### src/rtl/alu_sequencer.sv
// alu_sequencer: issues one 6502 ALU op per request to the 8-bit datapath ALU,
// runs a second correction pass for decimal ADC/SBC, returns result + NVZC.
// Ports: i_clk, i_rst_n (async, active low); req valid/ready + op/a/b/c/d;
// o_alu_* drive the ALU, i_alu_* come back; rsp valid/ready + result/wr/flags/flag_we/err.
module alu_sequencer (
   input  logic       i_clk,
   input  logic       i_rst_n,
   input  logic       i_req_valid,
   output logic       o_req_ready,
   input  logic [3:0] i_req_op,
   input  logic [7:0] i_req_a,
   input  logic [7:0] i_req_b,
   input  logic       i_req_c,
   input  logic       i_req_d,
   output logic [7:0] o_alu_op_a,
   output logic [7:0] o_alu_op_b,
   output logic       o_alu_cin,
   output logic [1:0] o_alu_op_sel,
   output logic [1:0] o_alu_bool_op,
   output logic       o_alu_sub,
   output logic       o_alu_dec,
   input  logic [7:0] i_alu_result,
   input  logic       i_alu_cout,
   output logic       o_rsp_valid,
   input  logic       i_rsp_ready,
   output logic [7:0] o_rsp_result,
   output logic       o_rsp_wr,
   output logic [3:0] o_rsp_flags,
   output logic [3:0] o_rsp_flag_we,
   output logic       o_rsp_err
);

   typedef enum logic [1:0] {IDLE, EXEC, FIX, RESP} state_t;

   state_t     state_q, state_d;
   logic [3:0] op_q;
   logic [7:0] a_q, b_q;
   logic       c_q, d_q;
   logic [7:0] bin_q;
   logic       cout_q, hc_q;

   logic is_adc, is_sbc, is_and, is_ora, is_eor, is_lsr;
   logic is_asl, is_rol, is_ror, is_cmp, is_inc, is_dec;
   logic arith, decimal, load_rsp;

   assign is_adc  = (op_q == 4'h0);
   assign is_sbc  = (op_q == 4'h1);
   assign is_and  = (op_q == 4'h2);
   assign is_ora  = (op_q == 4'h3);
   assign is_eor  = (op_q == 4'h4);
   assign is_lsr  = (op_q == 4'h5);
   assign is_asl  = (op_q == 4'h6);
   assign is_rol  = (op_q == 4'h7);
   assign is_ror  = (op_q == 4'h8);
   assign is_cmp  = (op_q == 4'h9);
   assign is_inc  = (op_q == 4'ha);
   assign is_dec  = (op_q == 4'hb);
   assign arith   = is_adc | is_sbc;
   assign decimal = arith & d_q;

   // Effective B as the adder sees it (SBC is A + ~B + C)
   logic [7:0] bp;
   logic [4:0] nib;
   assign bp  = is_sbc ? ~b_q : b_q;
   assign nib = {1'b0, a_q[3:0]} + {1'b0, bp[3:0]} + {4'b0, c_q};

   // Decimal correction from the captured binary pass
   logic [7:0] corr_lo, corr_hi, corr;
   always_comb begin
      corr_lo = 8'h00;
      corr_hi = 8'h00;
      if (is_sbc) begin
         if (!hc_q)   corr_lo = 8'hfa;
         if (!cout_q) corr_hi = 8'ha0;
      end else begin
         if (hc_q || (bin_q[3:0] > 4'd9))  corr_lo = 8'h06;
         if (cout_q || (bin_q > 8'h99))    corr_hi = 8'h60;
      end
      corr = corr_lo + corr_hi;
   end

   always_ff @(posedge i_clk or negedge i_rst_n) begin
      if (!i_rst_n) state_q <= IDLE;
      else          state_q <= state_d;
   end

   always_comb begin
      state_d = state_q;
      unique case (state_q)
         IDLE: if (i_req_valid) state_d = EXEC;
         EXEC: state_d = decimal ? FIX : RESP;
         FIX:  state_d = RESP;
         RESP: if (i_rsp_ready) state_d = IDLE;
         default: state_d = IDLE;
      endcase
   end

   assign o_req_ready = (state_q == IDLE);

   // ALU drive, combinational from the latched request
   always_comb begin
      o_alu_op_a    = 8'h00;
      o_alu_op_b    = 8'h00;
      o_alu_cin     = 1'b0;
      o_alu_op_sel  = 2'd0;
      o_alu_bool_op = 2'd0;
      o_alu_sub     = 1'b0;
      o_alu_dec     = 1'b0;
      if (state_q == FIX) begin
         o_alu_op_a = bin_q;
         o_alu_op_b = corr;
         o_alu_dec  = d_q;
      end else if (state_q == EXEC) begin
         unique case (1'b1)
            is_adc: begin
               o_alu_op_a = a_q;
               o_alu_op_b = b_q;
               o_alu_cin  = c_q;
               o_alu_dec  = d_q;
            end
            is_sbc: begin
               o_alu_op_a = a_q;
               o_alu_op_b = b_q;
               o_alu_cin  = c_q;
               o_alu_sub  = 1'b1;
               o_alu_dec  = d_q;
            end
            is_and, is_ora, is_eor: begin
               o_alu_op_sel  = 2'd1;
               o_alu_op_a    = a_q;
               o_alu_op_b    = b_q;
               o_alu_bool_op = is_and ? 2'd3 : (is_ora ? 2'd2 : 2'd0);
            end
            is_lsr, is_ror: begin
               o_alu_op_sel = 2'd2;
               o_alu_op_a   = a_q;
            end
            is_asl, is_rol: begin
               o_alu_op_a = a_q;
               o_alu_op_b = a_q;
               o_alu_cin  = is_rol & c_q;
            end
            is_cmp: begin
               o_alu_op_a = a_q;
               o_alu_op_b = b_q;
               o_alu_cin  = 1'b1;
               o_alu_sub  = 1'b1;
            end
            is_inc: begin
               o_alu_op_a = a_q;
               o_alu_cin  = 1'b1;
            end
            is_dec: begin
               o_alu_op_a = a_q;
               o_alu_sub  = 1'b1;
            end
            default: ;
         endcase
      end
   end

   // Response computed from the ALU output of the final pass
   logic [7:0] bin_r, res_n;
   logic [3:0] we_n;
   logic       c_n, v_n, wr_n, err_n;

   assign bin_r = (state_q == FIX) ? bin_q : i_alu_result;
   assign v_n   = arith & (a_q[7] == bp[7]) & (bin_r[7] != a_q[7]);

   always_comb begin
      res_n = i_alu_result;
      c_n   = 1'b0;
      we_n  = 4'b1010;
      wr_n  = 1'b1;
      err_n = 1'b0;
      unique case (1'b1)
         is_adc, is_sbc: begin
            we_n = 4'b1111;
            c_n  = i_alu_cout;
            if (state_q == FIX)
               c_n = is_adc ? (i_alu_cout | (|corr[6:5])) : cout_q;
         end
         is_and, is_ora, is_eor, is_inc, is_dec: ;
         is_lsr: begin
            we_n = 4'b1011;
            c_n  = a_q[0];
         end
         is_ror: begin
            we_n  = 4'b1011;
            res_n = i_alu_result | {c_q, 7'b0};
            c_n   = a_q[0];
         end
         is_asl, is_rol: begin
            we_n = 4'b1011;
            c_n  = i_alu_cout;
         end
         is_cmp: begin
            we_n = 4'b1011;
            c_n  = i_alu_cout;
            wr_n = 1'b0;
         end
         default: begin
            res_n = a_q;
            we_n  = 4'b0000;
            wr_n  = 1'b0;
            err_n = 1'b1;
         end
      endcase
   end

   assign load_rsp = ((state_q == EXEC) && !decimal) || (state_q == FIX);

   always_ff @(posedge i_clk or negedge i_rst_n) begin
      if (!i_rst_n) begin
         op_q          <= 4'h0;
         a_q           <= 8'h00;
         b_q           <= 8'h00;
         c_q           <= 1'b0;
         d_q           <= 1'b0;
         bin_q         <= 8'h00;
         cout_q        <= 1'b0;
         hc_q          <= 1'b0;
         o_rsp_valid   <= 1'b0;
         o_rsp_result  <= 8'h00;
         o_rsp_wr      <= 1'b0;
         o_rsp_flags   <= 4'h0;
         o_rsp_flag_we <= 4'h0;
         o_rsp_err     <= 1'b0;
      end else begin
         if ((state_q == IDLE) && i_req_valid) begin
            op_q <= i_req_op;
            a_q  <= i_req_a;
            b_q  <= i_req_b;
            c_q  <= i_req_c;
            d_q  <= i_req_d;
         end
         if (state_q == EXEC) begin
            bin_q  <= i_alu_result;
            cout_q <= i_alu_cout;
            hc_q   <= nib[4];
         end
         if (load_rsp) begin
            o_rsp_valid   <= 1'b1;
            o_rsp_result  <= res_n;
            o_rsp_wr      <= wr_n;
            o_rsp_flags   <= err_n ? 4'h0 :
                             {res_n[7], v_n, res_n == 8'h00, c_n};
            o_rsp_flag_we <= we_n;
            o_rsp_err     <= err_n;
         end else if ((state_q == RESP) && i_rsp_ready) begin
            o_rsp_valid <= 1'b0;
         end
      end
   end

endmodule

### config.mk
export PLATFORM = sky130hd
export DESIGN_NAME = alu_sequencer
export DESIGN_NICKNAME = d
export VERILOG_FILES = /design/src/rtl/alu_sequencer.sv
export SDC_FILE = /design/constraint.sdc
export NUM_CORES = 1
export LEC_CHECK = 0
export ABC_AREA = 1
export CAP_MARGIN = 20
export CORE_AREA = 3 3 82 84
export CTS_CLUSTER_SIZE = 20
export DETAILED_ROUTE_END_ITERATION = 12
export DIE_AREA = 0 0 85 87
export GPL_ROUTABILITY_DRIVEN = 0
export PLACE_DENSITY_LB_ADDON = 0.3
export RECOVER_POWER = 25
export SETUP_SLACK_MARGIN = 0.02
export SYNTH_ARGS = -nofsm -noshare
export SYNTH_HDL_FRONTEND = slang
export SYNTH_SLANG_ARGS = --single-unit
### constraint.sdc
create_clock -name i_clk -period 2.9 [get_ports i_clk]
set_input_delay 0.58 -clock i_clk [delete_from_list [all_inputs] [get_ports i_clk]]
set_output_delay 0.58 -clock i_clk [all_outputs]
set_load 0.02 [all_outputs]
== After elaboration in Yosys (flattened, before gate mapping) ==
Index checks and enable logic that the tools add are counted.

* Register bits: 53
* Bits in latches: 0
* RAM bits: 0
* ROM bits: 0
* Input port bits: 35
* Output and inout bits: 43
* Logic and storage cells: 117
* Memories kept: 0

* Add/sub/neg operators: 3
* $mul: 0
* Div/mod/pow operators: 0
* $lt $le $gt $ge: 2
* Equality and inequality tests: 18
* Shifts and indexed selects: 0
* Muxes and demuxes: 45
* Bitwise logic cells: 8
* Reduce and logical (&&, ||, !) cells: 26

{| class="wikitable"
|+ Operator list
! cell !! count
|-
| $mux W8 || 11
|-
| $pmux W8 S2 || 2
|-
| $reduce_or A11 Y1 || 2
|-
| $mux W2 || 9
|-
| $eq A4 B3 Y1 const B || 4
|-
| $eq A4 B4 Y1 const B || 4
|-
| $mux W1 || 15
|-
| $pmux W4 S3 || 1
|-
| $reduce_or A12 Y1 || 1
|-
| $reduce_or A2 Y1 || 5
|-
| $reduce_or A5 Y1 || 2
|-
| $reduce_or A3 Y1 || 3
|-
| $add A8 B8 Y8 || 1
|-
| $eq A4 B2 Y1 const B || 2
|-
| $gt A8 B8 Y1 const B || 1
|-
| $logic_not A8 Y1 || 1
|-
| $not A8 Y8 || 1
|-
| $or A8 B8 Y8 || 1
|-
| $pmux W2 S4 || 1
|-
| $mux W7 || 1
|-
| $pmux W1 S3 || 2
|-
| $reduce_or A6 Y1 || 1
|-
| $add A4 B4 Y5 || 1
|-
| $add A5 B1 Y5 || 1
|-
| other kinds (19) || 29
|}

== Longest topological paths before layout ==
Gate-level depths: netlist of the first run.

* Depth after elaboration: 11
* Gate-level depth with buffers: 15
* Gate-level depth less buffers: 15

== Worst setup path before layout of the first run ==
OpenSTA, ideal clock, no wires.

* Kind: register to output
* Start point: register state_q[0]
* End point: output o_alu_sub
* Data arrival time: 2.176 ns
* Required time: 2.320 ns
* Setup slack: 0.144 ns
* Cell stages (with the launch flop): 7
* Buffers on the path: 1
* Path through: dfrtp_1 > inv_1 > ha_1 > buf_4 > nor2_2 > inv_1 > a2111oi_0

* Longest elaborated chain between the ends: 3
* Elaborated cells on any way between the ends: 4
* Those cells by class: eq/ne: 2; mux: 2

{| class="wikitable"
|+ Ends and longest elaborated chain
! element !! RTL line !! source
|-
| start: declaration || 35 || <nowiki>state_t state_q, state_d;</nowiki>
|-
| start signal: assignment || 84 || <nowiki>else state_q <= state_d;</nowiki>
|-
| $eq A2 B1 Y1 || 113 || <nowiki>end else if (state_q == EXEC) begin</nowiki>
|-
| $mux W1 || 113 ||
|-
| $mux W1 (*) || 109 || <nowiki>if (state_q == FIX) begin</nowiki>
|-
| end: declaration || 20 || <nowiki>output logic o_alu_sub,</nowiki>
|}

Mark *: on every way between the ends. The rest lies on a longest branch, timed or not.

== Final worst setup path of the first run ==
* Start point: register bin_q[1]
* End point: output o_alu_op_b[6]

* Longest elaborated chain between the ends: 6
* Elaborated cells on any way between the ends: 10
* Those cells by class: add/sub: 1; order compare: 2; mux: 5; reduce/logical: 2

{| class="wikitable"
|+ Ends and longest elaborated chain
! element !! RTL line !! source
|-
| start: declaration || 39 || <nowiki>logic [7:0] bin_q;</nowiki>
|-
| start signal: assignment || 238 || <nowiki>bin_q <= i_alu_result;</nowiki>
|-
| $gt A8 B8 Y1 / $gt A4 B4 Y1 (equally long branches) || 77, 76 ||
|-
| $logic_or A1 B1 Y1 (on tied branches) || 77, 76 ||
|-
| $mux W7 / $mux W3 (equally long branches) || 77, 76 ||
|-
| $mux W8 || 72 || <nowiki>if (is_sbc) begin</nowiki>
|-
| $add A8 B8 Y8 (*) || 79 || <nowiki>corr = corr_lo + corr_hi;</nowiki>
|-
| $mux W8 (*) || 109 ||
|-
| end: declaration || 16 || <nowiki>output logic [7:0] o_alu_op_b,</nowiki>
|}

Marks and branches as above.

==> reports/qor.csv, run 1 <==
metric,value,unit
run status,"finished, violations left",
failing checks,"max-capacitance violations, max-slew violations",
number of remaining DRC errors,0,
clk sinks,52,
DR vias,2747,
largest family of logic cells by synthesized area,simple AND/OR/NAND/NOR gates,
Die Width,85,um
Power Dens Cells,1140,nW/um^2
Hold Path Class,reg -> reg,
combinational cell fraction of total power,59.4,%
Die H,87,um
hold depth,2,
fmax,353,MHz
ys flop type,dfrtp_1,
"Seq/Total Area, Yosys",44.3,%
Worst Hold End,o_rsp_flags[1],
Final min period,2.83,ns
routed length on met2,3740,um
row count,28,
CTS Buf Count,5,
simple-gate share of the synthesized area,22.6,%
synthesis-stage register bit count,52,
CTS tree,done,
Final nets,501,
CTS root buf,clkbuf_8,
main area contributors after synthesis,"dfrtp_1 44%, nand2_1 13%, mux2_2 5.4%, inv_1 4.7%, ha_1 3.8%",
Final Cycle Share,97.6,%
"EDFF count, synth",0,
Mapped Nets,406,
XOR/XNOR Fraction of Synth Area,1.19,%
Crit Path Class,reg -> out,
Pre-antenna DRT Iters,4,
first-pass GRT wire length,12800,um
Worst Path Arrival,2.25,ns
setup TNS,0,ns
"Remaining Overflow, GRT",0,
total chip power,0.00455,W
share of layout cells above drive strength 1,15.3,%
mux contribution to synthesized area,5.37,%
RR Endpoint,o_rsp_flags[0],
Worst Max-Slew Pin Slew,1.62,ns
Setup WS post-layout,0.0691,ns
Post-Syn Instances,361,
cells along the critical path,o21ai_2 > o21ai_0 > a21oi_1 > o21bai_1 > ha_1 > fa_1 > nand2_1 > o211ai_1 > buf_4,
Sw Ratio,46.4,%
CTS Buffer Depth,2,
critical path peak fanout,2,
pin count of the biggest net entering global routing,31,
Mapped Avg Cell Area,8.13,um^2
flop2flop setup slack,0.65,ns
number of max-cap violations,1,
Slew HR,-8.17,%
Skew-Pair Late Insertion Delay,0.31,ns
Final HPWL DP,6070,um
post-synth cell types,34,
effective utilization at floorplan,49.0,%
slowest cell on the critical path,fa_1,
clock slew at reported path FFs,0.10,ns
Vias/cell,5.16,
"Buf+Inv Stages, Crit Path",1,
R2R cell count,15,
power share of the clock group,11.3,%
reg2reg start,op_q[3],
Sequential Power Share,29.3,%
final setup vio count,0,
Post-Place Cells,522,
Leak,2.00,nW
drt wl/cell,14.4,um
RSZ-0062 raised after global routing,yes,
Switch Pwr,0.00211,W
vias in the first global route,2790,
synthesized-area fraction occupied by adder cells,4.52,%
Place WS,-0.127,ns
Final Hold Viols,0,
Post-synth top cells,"102 x nand2_1, 52 x dfrtp_1, 37 x inv_1",
Total GRT Usage,21.6,%
Syn Std Cell Area,2930,um^2
hold buffer count at CTS,0,
Total Wirelength,7680,um
core area,5990,um^2
dominant cell type by area after synthesis,dfrtp_1,
Synth top area share,44.3,%
asr flop ratio synth,100,%
Peak VDD IR,576,uV
Worst Hold Launch,o_rsp_flags[1],
area growth from synthesis to layout,36.7,%
wl on met1,3410,um
fin cells,532,
htree depth,2,
antenna-violating nets left,0,
die area,7400,um^2
Top Metal Used,met4,
met3 wire length,461,um
CP startpoint kind,register,
Compound-Gate Fraction of Synth Area,14.0,%
CP endpoint kind,output port,
P_int,0.00244,W
max incr delay on CP,0.50,ns
Worst EP required,2.32,ns
yosys warns,0,
io pins,78,
IO Port Bufs,77,
DRT iter0 DRCs,180,
"Core Util, Final",66.9,%
initial antenna violation count,0,
# diodes,0,
most common cell in the netlist,nand2_1,
Setup Skew,0.00439,ns
Max Slew Vio Count,31,
Top delay family on crit path,adder cells,
==> sequential cells by signal, summed over array words and instances (netlist names) <==
| name | count |
|---|---|
| o_rsp_flags | 4 |
| o_rsp_wr | 1 |
| b_q | 8 |
| d_q | 1 |
| bin_q | 8 |
| o_rsp_valid | 1 |
| o_rsp_result | 8 |
| hc_q | 1 |
| o_rsp_err | 1 |
| state_q | 2 |
| op_q | 4 |
| cout_q | 1 |
| a_q | 8 |
| o_rsp_flag_we | 3 |
| c_q | 1 |
==> power by group through the flow <==
stage | Combinational [W] | Sequential [W] | Clock, W
floorplan | 0.00164 | 0.00140 | 0
global placement | 0.00266 | 0.00132 | 0
detailed placement | 0.00273 | 0.00134 | 0
CTS | 0.00267 | 0.00133 | 0.000519
global route | 0.00300 | 0.00137 | 0.000549
finish | 0.00271 | 0.00133 | 0.000517
==> tightest hold or removal path: stages, from the launching register on <==
cell and delay, ns:
dfrtp_1 0.35, nand2_1 0.06, nand2_1 0.06
==> logic make-up after synthesis <==
family | after synthesis
simple gates | 159
compound gates | 69
buf+inv | 53
flops | 52
mux | 14
fa+ha+maj | 10
xor+xnor | 4
==> stage by stage <==
step / hold WS, ns / cell area (um^2)
floorplan: 0.284 / 2930
global placement: 0.466 / 3880
CTS: 0.311 / 3970
finish: 0.496 / 4010
global route: 0.510 / 4010
detailed placement: 0.469 / 3880
==> what timing repair did <==
action,CTS,global route
gates resized for setup,26,11
setup buffers,0,2
pin swaps,2,2
setup endpoints to repair,18,11
==> worst max path at each step <==
| stage | start | endpoint | slack [ns] | cells past startpoint |
|---|---|---|---|---|
| floorplan | state_q[0] | o_alu_sub | 0.14 | 6 |
| CTS | bin_q[2] | o_alu_op_b[6] | 0.02 | 9 |
| detailed placement | bin_q[2] | o_alu_op_b[6] | -0.13 | 9 |
| global placement | bin_q[2] | o_alu_op_b[6] | -0.08 | 9 |
| finish | bin_q[1] | o_alu_op_b[6] | 0.07 | 9 |
| global route | op_q[3] | o_alu_op_b[6] | -0.05 | 10 |
==> layout by cell type (no fill, tap or decap), types with 2 or more instances in the layout <==
master	n
nand2_1	102
clkdlybuf4s50_1	56
dfrtp_1	51
inv_1	37
nor2_1	23
buf_4	23
nand3_1	19
o21ai_0	18
a21oi_1	15
dlygate4sd2_1	15
mux2_2	14
o22ai_1	10
ha_1	9
o21ai_2	8
o21ai_1	8
o211ai_1	5
clkbuf_8	5
nand2_2	4
xnor2_1	4
nor2_4	3
nor2_2	3
clkbuf_1	3
dlymetal6s2s_1	3
nor3_1	2
inv_6	2
==> per-layer routing <==
| layer | global-route usage (%) | vias to the layer above |
|---|---|---|
| met5 | 0 | - |
| met4 | 5.18 | 0 |
| met3 | 4.45 | 6 |
| met2 | 37.3 | 80 |
| met1 | 28.0 | 1291 |
| li1 | - | 1370 |
==> layout make-up <==
type / count / area [um^2]
sequential: 52 / 1300
clock inverter: 2 / 38.8
inverter: 40 / 156
clock buffer: 6 / 72.6
fill: 512 / 1980
tap: 75 / 93.8
timing repair buffer: 101 / 926
multi-input combinational: 256 / 1420
(Power assumes the default switching activity.)
==> run 2: changes to the inputs <==
GPL_TIMING_DRIVEN = 0   (was default)
==> reports/qor.csv, run 2 (same netlist as run 1, synthesis figures left out) <==
metric,value,unit,change
crit path launch,bin_q[6],,
area of the multi-input gates,1460,um^2,+3.1%
CTS Buf Count,5,,unchanged
FF/Latch Area,1310,um^2,+0.19%
Max Slew Vio Count,0,,-100%
Peak VDD IR,609,uV,+5.8%
"most common cell after layout, fill and taps aside",nand2_1,,
CP startpoint kind,register,,
drt wl/cell,15.4,um,+6.6%
CP Capture Point,o_alu_op_b[6],,
fin cells,533,,+0.19%
CP endpoint kind,output port,,
Worst Max-Slew Pin Slew,1.46,ns,-0.159 ns
RSZ-0062 raised after global routing,yes,,
reg2reg start,op_q[3],,
Die Width,85,um,unchanged
slowest cell on the critical path,fa_2,,
number of max-cap violations,0,,-1
htree depth,2,,unchanged
first-pass GRT wire length,13500,um,+5.9%
cells along the critical path,nor2_1 > o21ai_2 > a21oi_2 > o21bai_1 > ha_2 > fa_2 > nand2_1 > o211ai_1 > buf_4,,
setup TNS,-0.0103,ns,-0.0103 ns
Final nets,502,,+0.20%
finished layout cell area,4080,um^2,+1.6%
clk sinks,52,,unchanged
max incr delay on CP,0.53,ns,+0.03 ns
vias in the first global route,2804,,+0.50%
final setup vio count,1,,+1
"Remaining Overflow, GRT",0,,unchanged
"Buf+Inv Stages, Crit Path",1,,unchanged
RR Endpoint,o_rsp_flags[0],,
Pre-antenna DRT Iters,6,,+2
row count,28,,unchanged
DR vias,2843,,+3.5%
IO Port Bufs,77,,unchanged
critical path peak fanout,2,,unchanged
Worst EP required,2.32,ns,about the same
fmax,344,MHz,-2.7%
io pins,78,,unchanged
Final Cycle Share,100,%,+2.7 points
Final min period,2.91,ns,+0.0794 ns
Die H,87,um,unchanged
R2R cell count,14,,-1
die area,7400,um^2,unchanged
Final HPWL DP,6080,um,+0.21%
core area,5990,um^2,unchanged
failing checks,negative setup slack,,
dpl cell area,3810,um^2,-1.7%
fillers,474,,-7.4%
CTS tree,done,,
Slew HR,2.43,%,+11 points
Total Wirelength,8200,um,+6.8%
Vias/cell,5.33,,+3.3%
flop2flop setup slack,0.62,ns,-0.03 ns
initial antenna violation count,0,,unchanged
Setup Skew,0.00684,ns,+0.00245 ns
Total GRT Usage,23.3,%,+1.6 points
Final Hold Viols,0,,unchanged
antenna-violating nets left,0,,unchanged
effective utilization at floorplan,49.0,%,unchanged
CTS Buffer Depth,2,,unchanged
Post-Place Cells,514,,-1.5%
Setup WS post-layout,-0.0103,ns,-0.0794 ns
Top delay family on crit path,adder cells,,
pin count of the biggest net entering global routing,29,,-6.5%
"Core Util, Final",68.0,%,+1.1 points
CTS root buf,clkbuf_8,,
clock slew at reported path FFs,0.10,ns,about the same
Crit Path Class,reg -> out,,
Leak,2.01,nW,+0.61%
number of remaining DRC errors,0,,unchanged
hold buffer count at CTS,0,,unchanged
# diodes,0,,unchanged
run status,"finished, violations left",,
DRT iter0 DRCs,208,,+16%
CP Depth,9,,unchanged
Hold Path Class,reg -> reg,,
Worst Path Arrival,2.33,ns,+0.08 ns
Skew-Pair Late Insertion Delay,0.32,ns,about the same
Power Dens Cells,1160,nW/um^2,+2.4%
share of layout cells above drive strength 1,18.6,%,+3.2 points
most frequent cells in the layout,"100 x nand2_1, 53 x clkdlybuf4s50_1, 49 x dfrtp_1",,
total chip power,0.00474,W,+4.1%
area growth from synthesis to layout,38.9,%,
==> run 2: worst min-delay path by stage <==
stage / from / endpoint / slack, ns / cells past startpoint
2_1_floorplan: i_rst_n / a_q[0] / 0.28 / 0
3_3_place_gp: o_rsp_result[0] / o_rsp_result[0] / 0.46 / 2
3_5_place_dp: o_rsp_result[0] / o_rsp_result[0] / 0.46 / 2
4_1_cts: i_rst_n / a_q[7] / 0.28 / 1
5_1_grt: o_rsp_err / o_rsp_err / 0.53 / 1
6_report: o_rsp_result[0] / o_rsp_result[0] / 0.49 / 2
==> run 2: worst min-delay path: cells and delay by family, from the launching register on <==
family	cells	cell delay, ns
AND/OR/NAND/NOR	2	0.10
flip-flops	1	0.36
==> run 2: power breakdown <==
group	total [W]	switching, W	internal (W)
sequential	0.00135	0.000277	0.00107
combinational	0.00278	0.00166	0.00113
clock	0.000607	0.000260	0.000348
total	0.00474	0.00219	0.00255
==> run 2: through the flow <==
stage	worst slack (ns)	hold slack (ns)
final	-0.0103	0.486
after global routing	-0.0947	0.529
after CTS	0.00501	0.277
after detailed placement	-0.267	0.463
after global placement	-0.308	0.462
after floorplan	0.144	0.284
==> run 2: final cells by class <==
class,count,share of cell area [%]
buffer,13,2.06
clock buffer,5,1.69
clock inverter,3,1.69
inverter,40,3.84
multi-input combinational,257,35.9
sequential,52,32.0
tap,75,2.30
timing repair buffer,88,20.5
==> run 2: routing by layer <==
metal / GRT usage (%) / wire length [um] / up-vias
met1: 31.0 / 3480 / 1345
met5: 0 / 0 / -
met2: 38.0 / 3960 / 110
met3: 5.01 / 587 / 19
met4: 7.34 / 180 / 0
li1: - / - / 1369
==> run 2: timing repair <==
action                                  in CTS  in global routing
pin swaps                                    4                  3
setup buffers                                4                  6
gates cloned                                 1                  0
endpoints found under the setup margin      23                 10
resized for setup                           46                 25
==> run 3: changes to the inputs <==
ABC_AREA = default   (was 1)
==> reports/qor.csv, run 3 <==
metric,value,unit,change
Pre-antenna DRT Iters,4,,-2
Die H,87,um,unchanged
pin count of the biggest net entering global routing,30,,+3.4%
clk sinks,52,,unchanged
Mapped Avg Cell Area,11.0,um^2,+35%
Hold Path Class,reg -> reg,,
finished layout cell area,4010,um^2,-1.5%
Crit Path Class,reg -> out,,
"Buf+Inv Stages, Crit Path",2,,+1
io pins,78,,unchanged
Leak,1.81,nW,-10%
Fin Hold WS,0.484,ns,-0.00244 ns
htree depth,2,,unchanged
Syn Std Cell Area,2870,um^2,-2.2%
Post-Place Cells,415,,-19%
Worst Hold End,o_rsp_valid,,
CP startpoint kind,register,,
ys flop type,dfrtp_1,,
number of max-cap violations,0,,unchanged
most common cell in the netlist,dfrtp_1,,
dpl cell area,3760,um^2,-1.4%
RSZ-0062 raised after global routing,yes,,
Total Wirelength,7200,um,-12%
Die Width,85,um,unchanged
dominant cell type by area after synthesis,dfrtp_1,,
Setup WS post-layout,-0.474,ns,-0.463 ns
Top delay family on crit path,simple AND/OR/NAND/NOR gates,,
CP endpoint kind,output port,,
Final Cycle Share,116,%,+16 points
initial antenna violation count,0,,unchanged
core area,5990,um^2,unchanged
Worst Path Arrival,2.79,ns,+0.46 ns
fillers,448,,-5.5%
Final HPWL DP,5310,um,-13%
effective utilization at floorplan,47.9,%,-1.1 points
"Remaining Overflow, GRT",0,,unchanged
Slew HR,13.0,%,+11 points
Worst EP required,2.32,ns,about the same
# diodes,0,,unchanged
CTS tree,done,,
"EDFF count, synth",0,,unchanged
vias in the first global route,2375,,-15%
yosys warns,0,,unchanged
most frequent cells in the layout,"53 x clkdlybuf4s50_1, 52 x dfrtp_1, 33 x mux2_2",,
max incr delay on CP,0.52,ns,about the same
Mapped Nets,307,,-24%
Power Dens Cells,1230,nW/um^2,+5.6%
flop2flop setup slack,-0.02,ns,-0.64 ns
"most common cell after layout, fill and taps aside",clkdlybuf4s50_1,,
reg2reg start,op_q[3],,
synthesis-stage register bit count,52,,unchanged
Final Hold Viols,0,,unchanged
"Seq/Total Area, Yosys",45.3,%,+0.99 points
fin cells,432,,-19%
Place WS,-0.649,ns,-0.381 ns
RR Endpoint,o_rsp_flags[0],,
FF/Latch Area,1300,um^2,-0.29%
asr flop ratio synth,100,%,unchanged
Worst Max-Slew Pin Slew,1.30,ns,-0.159 ns
Max Slew Vio Count,0,,unchanged
R2R cell count,10,,-4
antenna-violating nets left,0,,unchanged
slowest cell on the critical path,or4b_1,,
CTS root buf,clkbuf_8,,
Setup Skew,0.00594,ns,-0.000903 ns
Final nets,401,,-20%
die area,7400,um^2,unchanged
number of remaining DRC errors,0,,unchanged
Post-synth top cells,"52 x dfrtp_1, 33 x mux2_2, 21 x nand2_1",,
CTS Buf Count,5,,unchanged
main area contributors after synthesis,"dfrtp_1 45%, mux2_2 13%, mux2i_1 4.2%, ha_1 3.9%, a22o_1 3.4%",,
Final min period,3.37,ns,+0.463 ns
critical path peak fanout,4,,+2
Vias/cell,5.54,,+3.9%
area growth from synthesis to layout,39.8,%,
hold buffer count at CTS,0,,unchanged
Peak VDD IR,665,uV,+9.3%
Skew-Pair Late Insertion Delay,0.30,ns,-0.02 ns
area of the multi-input gates,1540,um^2,+4.9%
hold depth,2,,unchanged
clock slew at reported path FFs,0.09,ns,about the same
fmax,296,MHz,-14%
CTS Buffer Depth,2,,unchanged
DR vias,2395,,-16%
Post-Syn Instances,262,,-27%
final setup vio count,4,,+3
Most common cell on crit path,buf_6,,
drt wl/cell,16.7,um,+8.3%
share of layout cells above drive strength 1,26.3,%,+7.8 points
run status,"finished, violations left",,
Total GRT Usage,20.1,%,-3.2 points
first-pass GRT wire length,11800,um,-13%
cells along the critical path,or4b_1 > buf_6 > mux2i_1 > ha_2 > fa_2 > or3_1 > a21boi_1 > a221o_1 > buf_6,,
Synth top area share,45.3,%,+0.99 points
DRT iter0 DRCs,142,,-32%
row count,28,,unchanged
Worst Hold Launch,o_rsp_valid,,
IO Port Bufs,77,,unchanged
failing checks,negative setup slack,,
post-synth cell types,46,,+35%
[run 3: how the worst max path moves through the flow]
stage | end | startpoint | depth (start not counted) | slack, ns
2_1_floorplan | o_alu_op_b[7] | op_q[2] | 8 | -0.06
5_1_grt | o_alu_op_b[7] | op_q[3] | 9 | -0.59
4_1_cts | o_alu_op_b[7] | op_q[2] | 9 | -0.46
6_report | o_alu_op_b[7] | op_q[3] | 9 | -0.47
3_3_place_gp | o_alu_op_b[7] | op_q[2] | 9 | -0.66
3_5_place_dp | o_alu_op_b[7] | op_q[2] | 9 | -0.65
[run 3: cell families (layout without fill, tap and decap cells)]
logic type	count (synthesis)	in the layout	synth area share, %
adders and majority gates	10	10	4.62
xor gates and xnor gates	6	6	1.83
muxes	45	45	17.1
DFF	52	52	45.3
AOI/OAI and AO/OA	65	65	16.2
buffers and inverters	23	118	3.62
and+or+nand+nor	61	61	11.3
[run 3: metrics by stage]
step / util, % / total power [W] / TNS (ns)
floorplan: - / 0.00320 / -0.0611
global placement: 62.5 / 0.00414 / -20.46
CTS: 66.6 / 0.00488 / -0.846
global route: 67.0 / 0.00527 / -1.39
finish: 67.0 / 0.00493 / -1.04
detailed placement: 62.8 / 0.00422 / -6.13
[run 3: metal layers]
metal  track usage, %  routed length, um  vias to the layer above
met1             26.6               3200                     1165
met4             5.90                 67                        0
met3             4.16                429                        7
li1                 -                  -                     1140
met2             33.3               3500                       83
met5                0                  0                        -
[run 3: worst register-to-register path, cell delays in order (launching register included)]
cell     delay (ns)
dfrtp_1        0.41
or4b_1         0.52
buf_6          0.14
buf_4          0.13
nor2_4         0.11
ha_2           0.18
fa_2           0.44
or3_1          0.34
a41o_1         0.22
a32oi_2        0.23
o21ai_1        0.08
[run 3: where the power goes]
part | total (W) | switching (W) | leakage (nW) | internal (W)
Sequential | 0.00141 | 0.000326 | 0.621 | 0.00108
Clock | 0.000540 | 0.000236 | 0.0645 | 0.000305
Combinational | 0.00298 | 0.00153 | 1.12 | 0.00146
Total | 0.00493 | 0.00209 | 1.81 | 0.00284
[run 3: repair_timing]
item,in CTS,in global routing
setup endpoints to repair,24,10
gates resized for setup,75,11
buffers inserted,6,6
pin swaps,6,7
[run 3: layout make-up]
class	count	area share, %
Tap cell	75	2.34
Timing Repair Buffer	90	21.0
Sequential cell	52	32.4
Inverter	4	0.374
Buffer	16	2.40
Clock inverter	1	0.748
Multi-Input combinational cell	187	38.3
Clock buffer	7	2.40
